### config.mk
export PLATFORM = sky130hd
export DESIGN_NAME = mc_control_unit
export DESIGN_NICKNAME = d
export VERILOG_FILES = /design/src/rtl/mc_control_unit.sv
export SDC_FILE = /design/constraint.sdc
export NUM_CORES = 1
export LEC_CHECK = 0
export BUFFER_PORTS_ARGS = -buffer_cell sky130_fd_sc_hd__buf_2
export CAP_MARGIN = 20
export CORE_MARGIN = 1.5
export CORE_UTILIZATION = 48
export CTS_CLUSTER_SIZE = 10
export DETAILED_ROUTE_END_ITERATION = 8
export GPL_ROUTABILITY_DRIVEN = 0
export GPL_TIMING_DRIVEN = 0
export PLACE_DENSITY = 0.78
export SETUP_SLACK_MARGIN = 0.2
export SYNTH_ARGS = -nofsm -noshare
export SYNTH_HDL_FRONTEND = slang
export SYNTH_SLANG_ARGS = --single-unit
### constraint.sdc
create_clock -name clk -period 1.6 [get_ports clk]
set_input_delay 0.32 -clock clk [delete_from_list [all_inputs] [get_ports clk]]
set_output_delay 0.32 -clock clk [all_outputs]
set_load 0.005 [all_outputs]
### src/rtl/mc_control_unit.sv
// mc_control_unit: multicycle control FSM for the 8-bit CPU datapath.
//
// Each instruction is sequenced through FETCH, DECODE and then, depending on
// the opcode, EXEC, WB or JUMP before returning to FETCH. HALT is terminal
// until reset.
//
// Ports:
//   clk          clock, rising edge
//   reset        asynchronous, active-high
//   op[3:0]      opcode from the instruction register (instr[15:12])
//   z            zero-flag flip-flop output
//   mem_ack      instruction-memory read complete (only used in FETCH)
//   mem_req      instruction-memory read request
//   ir_load      instruction-register load strobe (combinational on mem_ack)
//   pc_en        PC register enable
//   pc_sel[1:0]  next-PC select: 00 = PC+1, 01 = absolute target
//   we3          register-file write enable
//   wd_sel[1:0]  write-data select: 00 = ALU, 01 = immediate, 10 = input port
//   alu_op[2:0]  ALU operation
//   z_load       zero-flag flip-flop load
//   halted       high in HALT
//   state[2:0]   current state code (debug)
//   instr_count  retired-instruction counter, wraps
module mc_control_unit #(
  parameter int unsigned CNT_WIDTH = 16
) (
  input  logic                 clk,
  input  logic                 reset,
  input  logic [3:0]           op,
  input  logic                 z,
  input  logic                 mem_ack,
  output logic                 mem_req,
  output logic                 ir_load,
  output logic                 pc_en,
  output logic [1:0]           pc_sel,
  output logic                 we3,
  output logic [1:0]           wd_sel,
  output logic [2:0]           alu_op,
  output logic                 z_load,
  output logic                 halted,
  output logic [2:0]           state,
  output logic [CNT_WIDTH-1:0] instr_count
);

  typedef enum logic [2:0] {
    StFetch  = 3'd0,
    StDecode = 3'd1,
    StExec   = 3'd2,
    StWb     = 3'd3,
    StJump   = 3'd4,
    StHalt   = 3'd5
  } state_e;

  state_e               state_q, state_d;
  logic                 retire;
  logic [CNT_WIDTH-1:0] count_q;

  // Opcode classes
  logic is_alu, is_li, is_in, is_j, is_jz, is_jnz, is_halt;

  assign is_alu  = (op[3] == 1'b0) && (op != 4'b0000);
  assign is_li   = (op == 4'b1000);
  assign is_in   = (op == 4'b1001);
  assign is_j    = (op == 4'b1010);
  assign is_jz   = (op == 4'b1011);
  assign is_jnz  = (op == 4'b1100);
  assign is_halt = (op == 4'b1111);

  always_ff @(posedge clk or posedge reset) begin
    if (reset) begin
      state_q <= StFetch;
    end else begin
      state_q <= state_d;
    end
  end

  always_ff @(posedge clk or posedge reset) begin
    if (reset) begin
      count_q <= '0;
    end else if (retire) begin
      count_q <= count_q + {{(CNT_WIDTH-1){1'b0}}, 1'b1};
    end
  end

  always_comb begin
    state_d = state_q;
    retire  = 1'b0;
    mem_req = 1'b0;
    ir_load = 1'b0;
    pc_en   = 1'b0;
    pc_sel  = 2'b00;
    we3     = 1'b0;
    wd_sel  = 2'b00;
    alu_op  = 3'b000;
    z_load  = 1'b0;
    halted  = 1'b0;

    case (state_q)
      StFetch: begin
        mem_req = 1'b1;
        // An acknowledge arriving while reset is held must not load the IR.
        if (mem_ack && !reset) begin
          ir_load = 1'b1;
          state_d = StDecode;
        end
      end

      StDecode: begin
        pc_en  = 1'b1;
        pc_sel = 2'b00;
        if (is_alu) begin
          state_d = StExec;
        end else if (is_li || is_in) begin
          state_d = StWb;
        end else if (is_j || is_jz || is_jnz) begin
          state_d = StJump;
        end else if (is_halt) begin
          state_d = StHalt;
          retire  = 1'b1;
        end else begin
          // NOP and the unused opcodes retire straight from DECODE.
          state_d = StFetch;
          retire  = 1'b1;
        end
      end

      StExec: begin
        alu_op  = op[2:0];
        z_load  = 1'b1;
        state_d = StWb;
      end

      StWb: begin
        we3 = 1'b1;
        if (is_li) begin
          wd_sel = 2'b01;
        end else if (is_in) begin
          wd_sel = 2'b10;
        end else begin
          wd_sel = 2'b00;
          alu_op = op[2:0];
        end
        state_d = StFetch;
        retire  = 1'b1;
      end

      StJump: begin
        pc_sel = 2'b01;
        if (is_j) begin
          pc_en = 1'b1;
        end else if (is_jz) begin
          pc_en = z;
        end else if (is_jnz) begin
          pc_en = ~z;
        end
        state_d = StFetch;
        retire  = 1'b1;
      end

      StHalt: begin
        halted  = 1'b1;
        state_d = StHalt;
      end

      default: begin
        // Illegal codes 6 and 7 recover to FETCH without retiring.
        state_d = StFetch;
      end
    endcase
  end

  assign state       = state_q;
  assign instr_count = count_q;

endmodule

==> results of run 1 <==
## where the power goes
part / internal (W) / total [W] / switching [W]
clock: 0.0000970 / 0.000248 / 0.000151
combinational: 0.000672 / 0.00128 / 0.000607
sequential: 0.000587 / 0.000706 / 0.000118
total: 0.00136 / 0.00223 / 0.000876
## metal layers
metal	global-route usage, %	part of all wire [%]	wire [um]
met1	27.5	44	1230
met2	39.0	52	1470
met3	2.38	3.2	89
met4	8.56	0.46	13
met5	0	0	0
## worst register-to-register path: stages, from the launching register on
cell and delay (ns):
dfrtp_1 0.40, buf_6 0.13, buf_4 0.14, nor3b_4 0.15
a21o_1 0.19, a31o_4 0.25, buf_6 0.14, nand4_1 0.11
xnor2_1 0.12
## cells by family after synthesis
| group | Yosys count | synth area share (%) |
|---|---|---|
| and+or+nand+nor | 54 | 26.9 |
| DFF | 19 | 43.7 |
| xor gates and xnor gates | 16 | 12.9 |
| AOI/OAI and AO/OA | 14 | 9.43 |
| buffers and inverters | 10 | 4.60 |
| adders and majority gates | 1 | 1.15 |
| other | 1 | 0.344 |
| muxes | 1 | 1.03 |
## sequential cells by signal, indices dropped and copies added, names as in the netlist
register,cells
state,3
instr_count,16
## per-stage QoR
step / instance area (um^2) / worst slack [ns]
6_report: 1610 / -0.137
5_1_grt: 1610 / -0.218
4_1_cts: 1500 / -0.116
3_5_place_dp: 1340 / -0.184
3_3_place_gp: 1340 / -0.163
2_1_floorplan: 1120 / 0.0162
## what timing repair did
item	CTS	global route
gates cloned	1	0
resized for setup	20	20
setup buffers	7	1
pin swaps	9	8
endpoints found under the setup margin	27	28
hold buffers	0	0
## layout make-up
type | instances | area, um^2
multi-input cells | 87 | 724
well taps | 28 | 35.0
clock buffers | 4 | 26.3
inverters | 4 | 18.8
flip-flops and latches | 19 | 478
plain buffers | 6 | 60.1
repair buffers | 46 | 270
fillers | 165 | 557
## cells in the final DEF, fill, tap and decap left out, types with 2 or more instances in the layout
master	n
xnor2_2	4
nand2_1	3
buf_4	7
and2_1	2
buf_2	36
nand2b_4	2
nand2b_1	2
nand2_4	3
dfrtp_2	2
nand2_2	2
clkbuf_4	3
a21oi_1	3
and3_1	2
nand3_2	3
xor2_1	4
nand3_1	7
o21ai_0	2
nand4_1	3
nor2_1	11
xnor2_1	8
inv_1	3
dfrtp_1	17
buf_6	7
and4_1	3
## worst paths after layout
check	start	endpoint	slack (ns)	cells after the start
worst max-delay path	state[2]	wd_sel[0]	-0.14	6
worst min-delay path	reset	state[2]	0.01	2
worst max register to register	state[2]	instr_count[4]	-0.11	8
worst min register to register	instr_count[15]	instr_count[15]	0.47	1
max in group asynchronous	reset	state[1]	1.30	2
min in group clk	mem_ack	state[0]	0.34	3
==> results.md, run 1 <==
- Initial Utilization: 50.2%
- CP cell instances: buf_6, nor2b_4, and2_4, nand3_2, nor2_1, buf_2
- Core area: 2170 um^2
- Violated checks: setup timing
- Total clock sinks: 19
- Clk_skew: 0.00618 ns
- Detailed Route Iter0 Violations: 11
- Hpwl dp: 1.67 mm
- Clock Tree Buf Depth: 2
- Gr ovfl total: 0
- Worst Setup Slack, final: -0.137 ns
- Area Growth Syn to Fin: 48.2%
- CTS tree: done
- FP Rows: 17
- Synth Flop Type: dfrtp_1
- H-tree levels: 1
- Mapped Avg Cell Area: 9.38 um^2
- Critical Path RT: between 1 and 1.5 ns
- Synth top area share: 43.7%
- CP Capture Type: output port
- GRT Total Usage: ~22%
- Asr flop ratio synth: 100%
- Syn_nets: 125
- CTS root buf: clkbuf_4
- Synth unique cells: 36
- Total die area: approximately 2600 um^2
- Clock latency on the worst-skew pair: 0.30 ns
- Hold Path Class: in2async
- Count leader, synth: dfrtp_1
- First-pass detailed-route iteration total: 4
- Setup TNS: -1.82 ns
- Endpoints failing setup: 26
- Worst Setup Path Type: reg2out
- Reg clk slew, reported paths: 0.11 ns
- Tcrit/Tclk final: 109%
- CP delay by family, top: simple AND/OR/NAND/NOR gates
- First-pass GRT wire length: 4.42 mm
- Top cells by count, synth: dfrtp_1 (19), nor2_1 (12), xnor2_1 (12)
- Total power: 0.00223 W
- Die H: 50.6 um
- Placed insts: 181
- PwrDens: 1380 nW/um^2
- Pleak: 0.839 nW
- Syn. warnings: 0
- N_diodes: 0
- Max Cap Violations: 0
- Largest cells by area after synthesis: dfrtp_1 (44%), xnor2_1 (9.7%), nand3_1 (5.1%), nor2_1 (4.1%), xor2_1 (3.2%)
- Vias in the first global route: 971
- Final Max Tran Viols: 0
- Drt total wl: roughly 2.8 mm
- Total CTS buffers: 3
- I/O pin count: 40
- Initial antenna violation count: 0
- # DRC: 0
- Post-synthesis sequential area ratio: 43.7%
- Vias post-DR: approximately 1.1k
- PortBufs: 37
- Startpoint Class: register
- Arr. time, crit path: 1.42 ns
- Number of synthesized register bits: 19
- Layout cells sized above 1: 51.2%
- Mean number of vias per cell: ~5.4
- Largest area contributor in the netlist: dfrtp_1
- Worst path max stage delay: around 0.40 ns
- Final nets: around 180
- CP Max Fanout: 3
- RSZ-0062 raised after global routing: true
- Pin count of the biggest net entering global routing: 22
- Final Hold Fails: 0
- Worst ir drop on vdd: 870 uV
- Post-synth EDFFs: 0
- Tmin final: 1.74 ns
- Achievable Freq: around 580 MHz
- WP buf/inv: 2
- Post-layout util: 74.3%
- Gate Count Post-Synth: 116
- Outcome: finished, violations left
- CP max-delay cell: dfrtp_1
- Drt wl/cell: around 14 um
- Non-Filler Instances: 194
- Worst hold margin: 0.0135 ns
- Die width: roughly 51 um
- Cell area after synthesis: 1090 um^2
- Post-route ant nets: 0
No activity file was read; power rests on OpenSTA's default activity.
==> run 2: changes to the inputs <==
--- a/config.mk
+++ b/config.mk
@@ -13,7 +13,7 @@
 export DETAILED_ROUTE_END_ITERATION = 8
 export GPL_ROUTABILITY_DRIVEN = 0
 export GPL_TIMING_DRIVEN = 0
-export PLACE_DENSITY = 0.78
+export PLACE_DENSITY = 0.8
 export SETUP_SLACK_MARGIN = 0.2
 export SYNTH_ARGS = -nofsm -noshare
 export SYNTH_HDL_FRONTEND = slang
==> run 2 against run 1 <==
Net effect: the run still ends with setup timing left; routed wire length grew 1.8%; clock power increased by 2%; register-to-register slack better by 0.03 ns; setup slack improved by 0.0015 ns; cell count up 3.1%; core utilization grew 0.35 points; critical endpoint is now wd_sel[1]; combinational power increased by 4%; clock skew is 0.0034 ns lower; sequential power increased by 1%; global-route usage rose by 0.14 points; via count is 0.19% higher.
==> results.md, run 2 (synthesis results as in run 1) <==
- Outcome: finished, violations left
- Violated checks: setup timing
- N_diodes: 0
- Placed insts: 181
- Worst Setup Path Type: reg2out
- Worst ir drop on vdd: 1160 uV
- Most common cell after layout, fill and taps aside: buf_2
- Drt wl/cell: 14.3 um
- Pin count of the biggest net entering global routing: 22
- Final Hold Fails: 0
- Wire length on met2: between 1.5 and 2 mm
- Mean number of vias per cell: ~5.3
- CTS root buf: clkbuf_4
- FP Rows: 17
- Non-Filler Instances: 200
- I/O pin count: 40
- CP Capture Type: output port
- Placement Setup Slack: -0.184 ns
- DRT met1 WL: roughly 1.1 mm
- Max Cap Violations: 0
- CTS tree: done
- Largest register FFs: 16
- Detailed Route Iter0 Violations: 24
- Top routing layer used: met4
- Total clock sinks: 19
- Most frequent cells in the layout: buf_2 (35), dfrtp_1 (16), buf_4 (12), nor2_1 (11), xnor2_1 (9)
- Initial Utilization: 50.2%
- Hold Path Class: in2async
- Worst Setup Slack, final: -0.136 ns
- First-pass GRT wire length: roughly 4.3 mm
- Reg clk slew, reported paths: 0.11 ns
- Met3 Wirelength: 97 um
- PwrDens: 1420 nW/um^2
- Clock Tree Buf Depth: 2
- RSZ-0062 raised after global routing: true
- Critical Path RT: 1.28 ns
- Achievable Freq: between 500 and 600 MHz
- Total power: 0.00230 W
- PortBufs: 37
- Clock latency on the worst-skew pair: roughly 0.31 ns
- H-tree levels: 1
- Hold-fix buffers, CTS: 0
- Total die area: 2560 um^2
- Endpoints failing setup: 24
- Arr. time, crit path: between 1 and 1.5 ns
- Startpoint Class: register
- GRT Total Usage: 22.2%
- Die width: 50.6 um
- Die H: 50.6 um
- Post-route ant nets: 0
- Hpwl dp: 1.71 mm
- Pleak: 0.834 nW
- Vias in the first global route: 937
- Initial antenna violation count: 0
- CP Max Fanout: 4
- Vias post-DR: 1,056
- First-pass detailed-route iteration total: 4
- Clk_skew: 0.00281 ns
- Final nets: 182
- Tcrit/Tclk final: 108%
- Tmin final: between 1.5 and 2 ns
- Final Max Tran Viols: 0
- Core area: 2170 um^2
- Drt total wl: 2.86 mm
- # DRC: 0
- Area Growth Syn to Fin: 48.9%
- Layout cells sized above 1: 51.7%
- Gr ovfl total: 0
- Total CTS buffers: 3
-- run 2: layer usage --
| metal | global-route usage [%] | up-vias |
|---|---|---|
| met4 | 8.11 | 0 |
| met2 | 38.6 | 29 |
| met1 | 28.3 | 507 |
| li1 | - | 515 |
| met3 | 2.68 | 5 |
| met5 | 0 | - |
-- run 2: final timing paths --
check                                 from         endpoint  slack (ns)  depth (start not counted)
max                               state[2]        wd_sel[1]       -0.14                          6
min                                  reset         state[2]        0.01                          2
max reg2reg                       state[2]  instr_count[14]       -0.08                          9
min reg2reg                instr_count[15]  instr_count[15]        0.48                          1
max in group asynchronous            reset         state[1]        1.30                          2
min in group clk                   mem_ack         state[0]        0.36                          3
-- run 2: repair_timing --
item / in CTS / in global routing
pin swaps: 10 / 4
resized for setup: 22 / 12
endpoints found under the setup margin: 28 / 28
setup buffers: 8 / 6
gates cloned: 1 / 0
endpoints found under the hold margin: 0 / 0
-- run 2: layout make-up --
class                   instances  area (um^2)
multi-input cells              87          671
fillers                       169          549
flip-flops and latches         19          479
repair buffers                 52          325
plain buffers                   6         63.8
well taps                      28         35.0
clock buffers                   3         22.5
inverters                       4         18.8
clock inverters                 1         5.00
-- run 2: critical path: stages (launching register included) --
cell and delay, ns:
dfrtp_1 0.40, buf_6 0.13, nor2b_4 0.15, and2_4 0.17
nand3_2 0.07, nor2_1 0.08, buf_2 0.11
-- run 2: through the flow --
step | TNS [ns] | hold slack [ns] | area (um^2) | util [%]
after detailed placement | -2.14 | 0.476 | 1340 | 61.8
after CTS | -0.619 | 0.0198 | 1520 | 70.2
after floorplan | 0 | 0.285 | 1120 | -
after global placement | -1.76 | 0.450 | 1340 | 61.8
final | -1.24 | 0.0120 | 1620 | 74.7
after global routing | -3.29 | 0.0323 | 1620 | 74.7
-- run 2: power by group --
group | internal [W] | leakage (nW) | total (W) | switching (W)
clock | 0.0000935 | 0.0177 | 0.000252 | 0.000159
combinational | 0.000761 | 0.569 | 0.00133 | 0.000573
sequential | 0.000588 | 0.248 | 0.000714 | 0.000126
total | 0.00144 | 0.834 | 0.00230 | 0.000858
==> run 3: changes to the inputs <==
--- a/config.mk
+++ b/config.mk
@@ -5,15 +5,16 @@
 export SDC_FILE = /design/constraint.sdc
 export NUM_CORES = 1
 export LEC_CHECK = 0
+export ABC_AREA = 1
 export BUFFER_PORTS_ARGS = -buffer_cell sky130_fd_sc_hd__buf_2
 export CAP_MARGIN = 20
 export CORE_MARGIN = 1.5
-export CORE_UTILIZATION = 48
+export CORE_UTILIZATION = 52
 export CTS_CLUSTER_SIZE = 10
 export DETAILED_ROUTE_END_ITERATION = 8
 export GPL_ROUTABILITY_DRIVEN = 0
 export GPL_TIMING_DRIVEN = 0
-export PLACE_DENSITY = 0.8
+export PLACE_DENSITY = 0.82
 export SETUP_SLACK_MARGIN = 0.2
 export SYNTH_ARGS = -nofsm -noshare
 export SYNTH_HDL_FRONTEND = slang
==> run 3 against run 2 <==
Net effect: the run ends with hold timing, setup timing left; routed wire length grew 26%; critical path depth is the same; power grew 5.6%; synthesized cell count grew 80%; die area grew 20%; maximum frequency grew 2.7%; highest routed layer unchanged; clock skew grew 0.0030 ns; count of clock-buffer cells in the layout is the same; clock power grew 6%; area after synthesis grew 32%; flip-flop and latch count is the same; core utilization grew 0.24 points.
==> results.md, run 3 <==
- Gr ovfl total: 0
- Synth top area share: 33.2%
- Worst hold margin: -0.00672 ns
- Tcrit/Tclk final: 106%
- Area Growth Syn to Fin: 33.0%
- Die width: 55.5 um
- Final Max Tran Viols: 0
- Arr. time, crit path: around 1.4 ns
- Worst path max stage delay: 0.48 ns
- I/O pin count: 40
- Post-route ant nets: 0
- Clock Tree Buf Depth: 2
- First-pass GRT wire length: between 5 and 6 mm
- Vias in the first global route: 1,300
- Synth Flop Type: dfrtp_1
- Sequential share of power: 30.1%
- CTS root buf: clkbuf_4
- Cell area after synthesis: 1430 um^2
- Setup TNS: -0.352 ns
- Count leader, synth: nand2_1
- Critical Path RT: 1.28 ns
- PortBufs: 37
- N_diodes: 0
- Mapped Avg Cell Area: 6.86 um^2
- Hold Path Class: in2async
- Endpoints failing setup: 6
- Detailed Route Iter0 Violations: 54
- Clk pwr share: 11.0%
- Outcome: finished, violations left
- Asr flop ratio synth: 100%
- Vias post-DR: 1,547
- Combinational power share: 58.9%
- Achievable Freq: 592 MHz
- Final nets: roughly 270
- Largest cells by area after synthesis: dfrtp_1 (33%), nand2_1 (18%), nand3_1 (8.7%), nand2_2 (5.7%), inv_1 (5.5%)
- Clk_skew: 0.00580 ns
- # DRC: 0
- Worst ir drop on vdd: approximately 1500 uV
- Worst Setup Path Type: reg2out
- Pin count of the biggest net entering global routing: 22
- Total power: 0.00243 W
- Initial antenna violation count: 0
- Switch share: 43.7%
- CTS tree: done
- First-pass detailed-route iteration total: 4
- Syn. warnings: 0
- Hold-fix buffers, CTS: 0
- Non-Filler Instances: 293
- H-tree levels: 1
- Die H: 55.5 um
- Number of synthesized register bits: 19
- Synth unique cells: 30
- Syn_nets: ~220
- CP Max Fanout: 5
- Total CTS buffers: 3
- Largest register FFs: 16
- CP max-delay cell: dfrtp_2
- Max Cap Violations: 0
- Pleak: 1.01 nW
- Core area: ~2500 um^2
- Reg clk slew, reported paths: roughly 0.12 ns
- CP Capture Type: output port
- RSZ-0062 raised after global routing: true
- Final Hold Fails: 13
- Total clock sinks: 19
- Worst Setup Slack, final: -0.0905 ns
- PwrDens: 1270 nW/um^2
- Drt total wl: ~3.6 mm
- Largest area contributor in the netlist: dfrtp_1
- Layout cells sized above 1: 40.3%
- CP cell instances: buf_12, nand3_4, inv_2, nand2_2, a21oi_2, buf_2
- Post-synth EDFFs: 0
- Gate Count Post-Synth: 209
- Startpoint Class: register
- Tmin final: 1.69 ns
- Post-synthesis sequential area ratio: 33.2%
- Total die area: 3080 um^2
- Internal Power: 0.00137 W
- Clock latency on the worst-skew pair: 0.32 ns
- Most common cell after layout, fill and taps aside: nand2_1
- Most frequent cells in the layout: nand2_1 (64), buf_2 (36), nand3_1 (24), nor2_1 (16)
- Drt wl/cell: 12.3 um
- Mean number of vias per cell: 5.28
- Sw Pwr: 0.00106 W
- FP Rows: 18
- Hpwl dp: 2.45 mm
- Initial Utilization: 56.3%
- Violated checks: hold timing, setup timing
- Top cells by count, synth: nand2_1 (67), nand3_1 (25), inv_1 (21)
- Placed insts: 276
- GRT Total Usage: 22.3%
## run 3: critical path: cells and delay by family (launching register included)
kind | cells | cell delay [ns]
compound gates | 1 | 0.12
flops | 1 | 0.48
buf+inv | 3 | 0.33
simple gates | 2 | 0.14
## run 3: logic make-up after synthesis
kind of cell             synth area share, %
AND/OR/NAND/NOR                         46.8
flip-flops                              33.2
other                                  0.262
buffers and inverters                   9.86
XOR/XNOR                                4.28
adder cells (fa/ha/maj)                0.872
AO/OA/AOI/OAI                           4.80
## run 3: stage by stage
stage / util, % / instance area [um^2] / worst slack [ns] / hold slack [ns]
2_1_floorplan: - / 1430 / 0.292 / 0.288
3_3_place_gp: 65.1 / 1660 / -0.0541 / 0.488
3_5_place_dp: 65.1 / 1660 / -0.0706 / 0.490
4_1_cts: 71.2 / 1810 / -0.0109 / 0.0148
5_1_grt: 74.9 / 1910 / -0.131 / 0.0172
6_report: 74.9 / 1910 / -0.0905 / -0.00672
## run 3: power groups by stage
stage	logic, W	clock network, W	registers [W]
floorplan	0.000699	0	0.000684
global placement	0.000972	0	0.000694
detailed placement	0.000999	0	0.000703
CTS	0.00122	0.000260	0.000723
global route	0.00155	0.000284	0.000745
finish	0.00143	0.000266	0.000732
## run 3: cell type report
| class | count | area (um^2) |
|---|---|---|
| Multi-Input combinational cell | 161 | 885 |
| Fill cell | 208 | 638 |
| Sequential cell | 19 | 483 |
| Timing Repair Buffer | 50 | 313 |
| Inverter | 24 | 96.3 |
| Buffer | 5 | 65.1 |
| Tap cell | 30 | 37.5 |
| Clock buffer | 3 | 22.5 |
| Clock inverter | 1 | 5.00 |
## run 3: timing repair
item,in CTS,in global routing
endpoints found under the hold margin,0,0
pin swaps,1,4
cloned,0,0
setup endpoints to repair,17,27
resized for setup,20,17
setup buffers,9,4
## run 3: worst paths after layout
kind,slack (ns),cells past startpoint,start,to
max,-0.09,6,state[1],alu_op[0]
min,-0.007,2,reset,instr_count[1]
max reg2reg,0.10,9,state[1],instr_count[6]
min reg2reg,0.58,2,instr_count[15],instr_count[15]
max in group asynchronous,1.31,2,reset,instr_count[3]
min in group clk,0.27,3,mem_ack,state[0]
## run 3: layer usage
| layer | track usage, % | vias to the layer above | part of all wire, % |
|---|---|---|---|
| met4 | 7.32 | 0 | 1.1 |
| met5 | 0 | - | 0 |
| met3 | 2.34 | 4 | 4.9 |
| met2 | 39.3 | 55 | 51 |
| li1 | - | 772 | - |
| met1 | 28.3 | 716 | 43 |
